$ cat config.mk
export PLATFORM = sky130hd
export DESIGN_NAME = prio_scatter_n
export DESIGN_NICKNAME = d
export VERILOG_FILES = /design/src/rtl/prio_mux_pkg.sv /design/src/rtl/scatter_slot.sv /design/src/rtl/prio_scatter_n.sv
export SDC_FILE = /design/constraint.sdc
export NUM_CORES = 1
export LEC_CHECK = 0
export CAP_MARGIN = 20
export CORE_ASPECT_RATIO = 1.4
export CORE_UTILIZATION = 25
export CTS_CLUSTER_DIAMETER = 80
export DETAILED_ROUTE_END_ITERATION = 10
export GPL_TIMING_DRIVEN = 0
export HOLD_SLACK_MARGIN = 0.12
export SLEW_MARGIN = 5
export SYNTH_ARGS = -nofsm -noshare
export SYNTH_HDL_FRONTEND = slang
export SYNTH_SLANG_ARGS = --single-unit
export TNS_END_PERCENT = 10
$ cat constraint.sdc
create_clock -name clk -period 2.45 [get_ports clk]
set_input_delay 0.49 -clock clk [delete_from_list [all_inputs] [get_ports clk]]
set_output_delay 0.49 -clock clk [all_outputs]
set_load 0.01 [all_outputs]
$ cat src/rtl/prio_mux_pkg.sv
// Shared types and constants for the priority gather mux and its scatter return path.
package prio_mux_pkg;

  localparam int LANE_IDX_W  = 3;
  localparam int LANE_DATA_W = 4;

  localparam bit L2H = 1'b1;
  localparam bit H2L = 1'b0;

  typedef struct packed {
    logic [LANE_IDX_W-1:0]  idx;
    logic [LANE_DATA_W-1:0] data;
  } lane_t;

  // True when lane j wins a collision against lane k for the given direction.
  function automatic logic outranks(input int j, input int k, input bit dir);
    return (dir == L2H) ? (j < k) : (j > k);
  endfunction

endpackage

$ cat src/rtl/scatter_slot.sv
// One-entry holding register with a valid/ready handshake toward its consumer.
module scatter_slot #(
  parameter int DATA_WIDTH = 4
) (
  input  logic                  clk,
  input  logic                  rst_n,
  input  logic                  wr_en,
  input  logic [DATA_WIDTH-1:0] wr_data,
  input  logic                  rd_ready,
  output logic                  valid,
  output logic [DATA_WIDTH-1:0] data,
  output logic                  free
);

  logic                  r_valid;
  logic [DATA_WIDTH-1:0] r_data;

  // A write always wins over a drain, so drain+refill keeps valid high.
  always_ff @(posedge clk) begin
    if (!rst_n) begin
      r_valid <= 1'b0;
      r_data  <= '0;
    end else if (wr_en) begin
      r_valid <= 1'b1;
      r_data  <= wr_data;
    end else if (rd_ready) begin
      r_valid <= 1'b0;
    end
  end

  assign valid = r_valid;
  assign data  = r_data;
  assign free  = !r_valid || rd_ready;

endmodule

$ cat src/rtl/prio_scatter_n.sv
// Scatters compacted, index-tagged lanes back into per-slot holding registers.
module prio_scatter_n
  import prio_mux_pkg::*;
#(
  parameter int WIDTH      = 8,
  parameter int SIZE       = $clog2(WIDTH),
  parameter int DATA_WIDTH = 4,
  parameter int NUM_SEL    = 3,
  parameter bit DIR_L2H    = L2H
) (
  input  logic                          clk,
  input  logic                          rst_n,
  input  logic [NUM_SEL-1:0]            in_valid,
  input  logic [NUM_SEL*SIZE-1:0]       in_idx,
  input  logic [NUM_SEL*DATA_WIDTH-1:0] in_data,
  output logic [NUM_SEL-1:0]            in_ready,
  output logic [WIDTH-1:0]              out_valid,
  output logic [WIDTH*DATA_WIDTH-1:0]   out_data,
  input  logic [WIDTH-1:0]              out_ready,
  output logic                          err_oor
);

  logic [SIZE-1:0]             w_idx [NUM_SEL];
  logic [NUM_SEL-1:0]          w_oor;
  logic [NUM_SEL-1:0]          w_blocked;
  logic [NUM_SEL-1:0]          w_sel_free;
  logic [NUM_SEL-1:0]          w_ready;
  logic [NUM_SEL-1:0]          w_acc;
  logic [WIDTH-1:0]            w_free;
  logic [WIDTH-1:0]            w_wr_en;
  logic [WIDTH*DATA_WIDTH-1:0] w_wr_data;
  logic                        r_err_oor;

  always_comb begin
    for (int k = 0; k < NUM_SEL; k++) begin
      w_idx[k] = in_idx[k*SIZE +: SIZE];
      w_oor[k] = int'(w_idx[k]) >= WIDTH;
    end
  end

  // Readiness never looks at the lane's own valid, only at competitors' valids.
  always_comb begin
    w_blocked  = '0;
    w_sel_free = '0;
    for (int k = 0; k < NUM_SEL; k++) begin
      for (int j = 0; j < NUM_SEL; j++) begin
        if (j != k && outranks(j, k, DIR_L2H) && in_valid[j] && w_idx[j] == w_idx[k])
          w_blocked[k] = 1'b1;
      end
      for (int i = 0; i < WIDTH; i++) begin
        if (w_idx[k] == SIZE'(i))
          w_sel_free[k] = w_free[i];
      end
    end
    w_ready = w_oor | (w_sel_free & ~w_blocked);
    w_acc   = in_valid & w_ready & ~w_oor;
  end

  // The collision rule leaves at most one accepted lane per slot, so an OR-mux suffices.
  always_comb begin
    w_wr_en   = '0;
    w_wr_data = '0;
    for (int i = 0; i < WIDTH; i++) begin
      for (int k = 0; k < NUM_SEL; k++) begin
        if (w_acc[k] && w_idx[k] == SIZE'(i)) begin
          w_wr_en[i] = 1'b1;
          w_wr_data[i*DATA_WIDTH +: DATA_WIDTH] = w_wr_data[i*DATA_WIDTH +: DATA_WIDTH]
                                                | in_data[k*DATA_WIDTH +: DATA_WIDTH];
        end
      end
    end
  end

  for (genvar g = 0; g < WIDTH; g++) begin : g_slot
    scatter_slot #(.DATA_WIDTH(DATA_WIDTH)) u_slot (
      .clk      (clk),
      .rst_n    (rst_n),
      .wr_en    (w_wr_en[g]),
      .wr_data  (w_wr_data[g*DATA_WIDTH +: DATA_WIDTH]),
      .rd_ready (out_ready[g]),
      .valid    (out_valid[g]),
      .data     (out_data[g*DATA_WIDTH +: DATA_WIDTH]),
      .free     (w_free[g])
    );
  end

  always_ff @(posedge clk) begin
    if (!rst_n)
      r_err_oor <= 1'b0;
    else if (|(in_valid & w_oor))
      r_err_oor <= 1'b1;
  end

  assign in_ready = w_ready;
  assign err_oor  = r_err_oor;

endmodule

==> out/results.ini <==
[status]
run_status=finished, final reports clean

[placed_design]
dpl.hpwl_um=7990
io_buffer_count=68
place_congestion=0.891
placedInstanceArea_sq_um=3580

[clocking]
tritoncts_clock_tree=built
clock-root-buffer=clkbuf_16
clk_latency_ps=290
max-clock-path-buffers=2
h_tree_lvl_count=2
cts_sinks=40
path_clk_slew_ps=50
cts-buffers-inserted=5

[routing]
viasPerCell=5.54
drt_wl_total_um=10400
detailedRoute.firstIterationViolations=318
detailroute.via_count=3167
drc_errors=0
detail_route.first_pass.iterations=7
drtAntennaViolNets=0
detail_route.wl_per_cell_um=18.2

[setup_path]
worst_ep_required_time_ps=1960
setup.reg_to_reg.worst_slack_ps=220
setup.worst_path.end_class=output pin
cp.buffers_inverters=2
crit_path_max_fanout=4
startpoint_type=input pin
r2r-end=g_slot[0].u_slot.data[1]
r2r_start=g_slot[0].u_slot.valid
crit_family=buffers and inverters
crit_type=in -> out
ff2ff_path_depth=7
critPathSlowestCell=clkdlybuf4s50_1
cp_data_arrival_time_ps=1910
critical_path.max_stage_delay_ps=440
critPathLaunch=out_ready[3]
crit_path_cell_trace=clkdlybuf4s50_1 -> nor2b_2 -> a311oi_4 -> a221oi_1 -> a31oi_1 -> buf_2

[timing]
slew_headroom=0.572
setup_repair_after_global_routing_missed_its_margin=no
holdWs_ps=475
hold_violations=0
tightest_slew_ps=636
fmaxAchievable_mhz=417
slew_violations=0
post-route-period-util=0.979
skew_ps=7.76
period_minus_slack_ps=2400
fin_tns_setup_ps=0
setup_viol=0

[synthesis]
postSynthAreaPerCell_sq_um=7.76
synth-main-ff-cell=dfxtp_1
yosys.cell_types.count=53
ys_ff_latch=40
synth_sequential_area_ratio=0.293
synthesis.area_sq_um=2730
syn_inst=352
ys_async_sr_fraction=0
synth.yosys.warnings=0
synth_enable_flop_cells=0
postSynthNetCount=386

[global_route]
largest_net_degree_at_the_start_of_global_routing=13
vias_in_the_first_global_route=3139
met1_usage=0.212
grtUsageMet3=0.0266
grt_max_usage_layer=met2
global_route.overflow_total=0
number_of_antenna_violations_at_the_first_check_in_global_routing=0
grt_util_all_layers=0.182
grt_pass1_wl_um=16100
grt_util_met2=0.320

[power_and_ir_drop]
fin_total_pwr_uw=2080
sequentialPowerShare=0.349
peakVddDrop_mv=0.463
comb_power_share=0.253
power.leakage_uw=0.00153
netSwitchingFraction=0.268
clock_power_share=0.399
p_int_uw=1520
p_switching_uw=557
power_density_nw_per_um2=523

[cells_and_area]
post_route_utilization=0.378
layout.cell_area.non_filler_sq_um=3980
number_of_antenna_diodes=0
post_layout_net_count=468
layout-drive-gt1-share=0.164
seqCellArea_sq_um=801
multi_input_comb_area_sq_um=1850
number_of_inserted_filler_cells_in_the_final_layout=1105
layout-area-overhead-vs-synth_pct=45.7

[die]
core_sq_um=10500
fp-row-count=44
start_util=0.260
io_pins=78
die_height_um=126
fp.dieArea_sq_um=11300
die_w_um=90.3

[min_path]
hold_depth=2
classification_of_the_worst_slack_hold_path=reg -> reg
timing.hold.worst_endpoint=g_slot[4].u_slot.data[3]
min_from=g_slot[4].u_slot.data[3]

[run]
cap_viol_max_count=0

## final cells by class
type                    instances  share of cell area
well taps                     138              0.0434
inverters                      12              0.0113
clock buffers                   5              0.0314
plain buffers                  33              0.0531
clock inverters                 2              0.0151
flip-flops and latches         40               0.201
repair buffers                 75               0.179
multi-input cells             267               0.465
## worst reg2reg max path: cells and delay by family, from the launching register on
family	cells	cell delay (ps)
buffers and inverters	1	160
flip-flops	1	320
AND/OR/NAND/NOR	4	1020
multiplexers	1	490
AO/OA/AOI/OAI	1	170
## stage by stage
stage | instances | worst slack [ps]
after floorplan | 352 | 389
after global placement | 558 | -678
after detailed placement | 558 | -663
after CTS | 568 | -18.3
after global routing | 572 | 10.1
final | 572 | 50.5
## logic make-up after synthesis
family,share of synthesized area
other,0.00137
flip-flops,0.293
multiplexers,0.0197
AND/OR/NAND/NOR,0.276
AO/OA/AOI/OAI,0.298
XOR/XNOR,0.0289
buffers and inverters,0.0820
## metal layers
metal / part of all wire / up-vias
li1: - / 1481
met1: 0.40 / 1494
met2: 0.50 / 161
met3: 0.056 / 31
met4: 0.041 / 0
met5: 0 / -
## timing repair
item,CTS,global route
gates cloned,1,0
buffers inserted,3,4
gates resized for setup,49,18
hold buffers,0,0
pin swaps,6,2
setup endpoints to repair,34,36
## registers in the layout (all words and copies together), names as in the netlist
signal and flops:
g_slot.u_slot.data 32, g_slot.u_slot.valid 8
## cell usage after synthesis (2+ instances only)
cell | count | area share
o211a_1 | 5 | 0.018
a22oi_1 | 4 | 0.011
buf_2 | 11 | 0.020
or3b_2 | 2 | 0.0064
a31oi_1 | 16 | 0.037
nand4_1 | 7 | 0.016
a221o_1 | 4 | 0.015
nand2_1 | 26 | 0.036
o21ai_1 | 4 | 0.0073
and2_1 | 4 | 0.0092
and3_1 | 9 | 0.021
nor4_1 | 2 | 0.0046
mux2i_1 | 2 | 0.0073
nand3_1 | 14 | 0.026
a21o_1 | 2 | 0.0055
buf_4 | 10 | 0.027
nor2_1 | 24 | 0.033
dfxtp_1 | 40 | 0.29
a21oi_1 | 20 | 0.037
inv_1 | 12 | 0.016
o211ai_1 | 5 | 0.014
and3b_1 | 2 | 0.0064
a221oi_1 | 5 | 0.016
or4b_4 | 2 | 0.010
clkbuf_1 | 9 | 0.012
buf_1 | 4 | 0.0055
or3_1 | 2 | 0.0046
nor4bb_1 | 2 | 0.0073
nand3b_1 | 4 | 0.011
nor2b_1 | 9 | 0.021
o21ai_0 | 31 | 0.057
nor3_1 | 10 | 0.018
xnor2_1 | 9 | 0.029
a222oi_1 | 12 | 0.044
nand2b_1 | 10 | 0.023
## power groups by stage
stage | registers, uW | clock network (uW) | logic, uW
final | 726 | 830 | 526
after detailed placement | 738 | 0 | 490
after floorplan | 751 | 0 | 242
after global placement | 738 | 0 | 486
after CTS | 726 | 842 | 504
after global routing | 732 | 871 | 563
## worst max-delay path by stage
stage | endpoint | depth (start not counted) | slack (ps)
final | in_ready[0] | 6 | 50
after global routing | in_ready[0] | 6 | 10
after CTS | g_slot[5].u_slot.data[0] | 6 | -20
after detailed placement | in_ready[1] | 7 | -660
after global placement | in_ready[1] | 7 | -680
after floorplan | g_slot[1].u_slot.valid | 6 | 390
## placed cells by master (no fill, tap or decap), types with 3 or more instances in the layout
master and count:
nand3_1 14, a22oi_1 4, a221oi_1 5, a222oi_1 12
inv_1 12, o211ai_1 5, o211a_1 5, nand2b_4 3
and2_1 4, o21ai_1 5, buf_2 7, nand3b_1 4
nor2_1 23, nand4_1 7, a21oi_1 20, dlymetal6s2s_1 3
and3_1 8, buf_4 19, clkbuf_1 7, buf_6 4
dfxtp_1 40, nor2b_1 5, nor3_1 9, dlygate4sd2_1 10
xnor2_1 9, clkbuf_16 5, nand2b_1 7, nor2b_4 3
a31oi_1 16, a221o_1 4, o21ai_0 30, clkdlybuf4s50_1 52
nand2_1 26, buf_1 4
Note: power is estimated with default switching activity, not from simulation.
==> RTL edit: new RTL, same flow settings <==
`DATA_WIDTH` is set to 4 in 2 places; all go to 6.
--- a/src/rtl/scatter_slot.sv
+++ b/src/rtl/scatter_slot.sv
@@ -1,5 +1,5 @@
 // One-entry holding register with a valid/ready handshake toward its consumer.
 module scatter_slot #(
-  parameter int DATA_WIDTH = 4
+  parameter int DATA_WIDTH = 6
 ) (
   input  logic                  clk,
--- a/src/rtl/prio_scatter_n.sv
+++ b/src/rtl/prio_scatter_n.sv
@@ -5,5 +5,5 @@
   parameter int WIDTH      = 8,
   parameter int SIZE       = $clog2(WIDTH),
-  parameter int DATA_WIDTH = 4,
+  parameter int DATA_WIDTH = 6,
   parameter int NUM_SEL    = 3,
   parameter bit DIR_L2H    = L2H
Ports: changed (resized in_data and out_data); port bits go from 78 to 100. The function was not compared with the original's and may differ.
==> RTL edit against the unedited design <==
- die area rose by 53%
- first-iteration DRC count increased by 15%
- cell count increased by 38%
- wire length rose by 82%
- area after synthesis grew 54%
- sequential cell count grew 16
- global-route usage rose by 3.1 points
- worst setup slack lost 0.092 ns
- largest cell class unchanged
- power increased by 28%
- combinational power increased by 68%
- cell area grew 48%
- the flow now finishes with violations (design-rule violations, negative setup slack)
- utilization is 1.8 points lower
- synthesized cell count grew 36%
- via count grew 52%
==> RTL edit: results (changes against the unedited design) <==
The depth of the most critical reg-to-reg path was 6 (was 7). The tools report the final-layout clock buffer total as 6 (was 5). The static power due to leakage was 1.90 nW (was 1.53 nW); the post-CTS setup repair buffer count was 13 (was 3). The post-detailed-placement cell area is 5400 um2 (was 3580 um2). Family with the most delay on the worst path: simple AND/OR/NAND/NOR gates (was buffers and inverters). The power density relative to cell area was 453 nW/um2 (was 523 nW/um2). The checks that failed: design-rule violations, negative setup slack.

The tools report the worst-case hold path end point as g_slot[0].u_slot.data[1] (was g_slot[4].u_slot.data[3]). The flip-flop count of the largest register after layout was 48 (was 32). The tools report the final count of negative-setup-slack endpoints as 2 (was 0).

The global-route wire length before repair was 28.5 mm (was 16.1 mm); the total DRC errors in the routed layout was 6 (was 0). The number of flip-flops and latches is 56 (was 40), and the part of the Yosys area used for sequential elements is 0.267 (was 0.293). The routed wire length is 18.9 mm (was 10.4 mm), and the non-clock inverter total of the final layout is 18 (was 12). For the clock tree skew after final layout, the log shows 0.0114 ns (was 0.00776 ns). The minimum setup slack in the final design is -0.0416 ns (was 0.0505 ns). The startpoint of the most critical register-to-register path is g_slot[4].u_slot.valid (was g_slot[0].u_slot.valid).

The unique cell type count in the Yosys netlist was 78 (was 53); the number of standard cells in the final layout excluding fillers was 789 (was 572). The clock network area share came out at 0.0247 (was 0.0465). The cell with the biggest individual delay on the critical path was or4b_4 (was clkdlybuf4s50_1). The run gives 97 (was 49) as the number of resized instances in the post-cts repair step. The flow ran to the end, but the final reports show violations.

The largest incremental delay on the critical path was 0.57 ns (was 0.44 ns); the fraction of area in non-clock buffers was 0.235 (was 0.232). Area occupied by registers: 1120 um2 (was 801 um2). The number of global-route vias before repair was 4928 (was 3139). The CTS clock-pin slew for the worst setup and hold paths is 0.07 ns (was 0.05 ns), and the post-detailed-route via-to-cell ratio is 6.10 (was 5.54).
[RTL edit: cell count changes in the layout (fill, tap and decap cells not counted), moves of 11 or more]
| cell | unedited run | this run |
|---|---|---|
| dfxtp_1 | 40 | 56 |
| nor3_1 | 9 | 20 |
| o21ai_0 | 30 | 1 |
| buf_4 | 19 | 32 |
| a31oi_1 | 16 | 5 |
| nand2_1 | 26 | 8 |
| a311oi_1 | 0 | 35 |
| a211oi_1 | 1 | 37 |
| a32oi_1 | 0 | 19 |
| clkdlybuf4s50_1 | 52 | 74 |
| nand3_1 | 14 | 26 |
| a222oi_1 | 12 | 0 |
| a21oi_1 | 20 | 8 |
| nor2_1 | 23 | 10 |
[RTL edit: worst min-delay path, cell delays in order, from the launching register on]
cell	delay [ns]
dfxtp_1	0.33
a211oi_1	0.05
a211oi_1	0.18
[RTL edit: layer usage]
layer / share of wire / global-route usage / vias to the layer above / routed length (um)
met5: 0 / 0 / - / 0
met4: 0.047 / 0.108 / 0 / 889
li1: - / - / 2157 / -
met2: 0.51 / 0.381 / 238 / 9570
met1: 0.38 / 0.246 / 2358 / 7160
met3: 0.067 / 0.0304 / 60 / 1270
[RTL edit: kinds of logic (layout without fill, tap and decap cells)]
family                 after synthesis  after routing  synth area share
flip-flops                          56             56             0.267
other                                1              1          0.000892
buffers and inverters               77            190            0.0916
XOR/XNOR                             8              8            0.0202
multiplexers                         4              4            0.0137
AO/OA/AOI/OAI                      185            185             0.389
AND/OR/NAND/NOR                    146            146             0.218
[RTL edit: power breakdown]
group | switching, W | leakage (nW) | internal (W)
clock | 0.000369 | 0.0671 | 0.000383
combinational | 0.000499 | 1.37 | 0.000388
sequential | 0.0000455 | 0.458 | 0.000976
total | 0.000913 | 1.90 | 0.00175
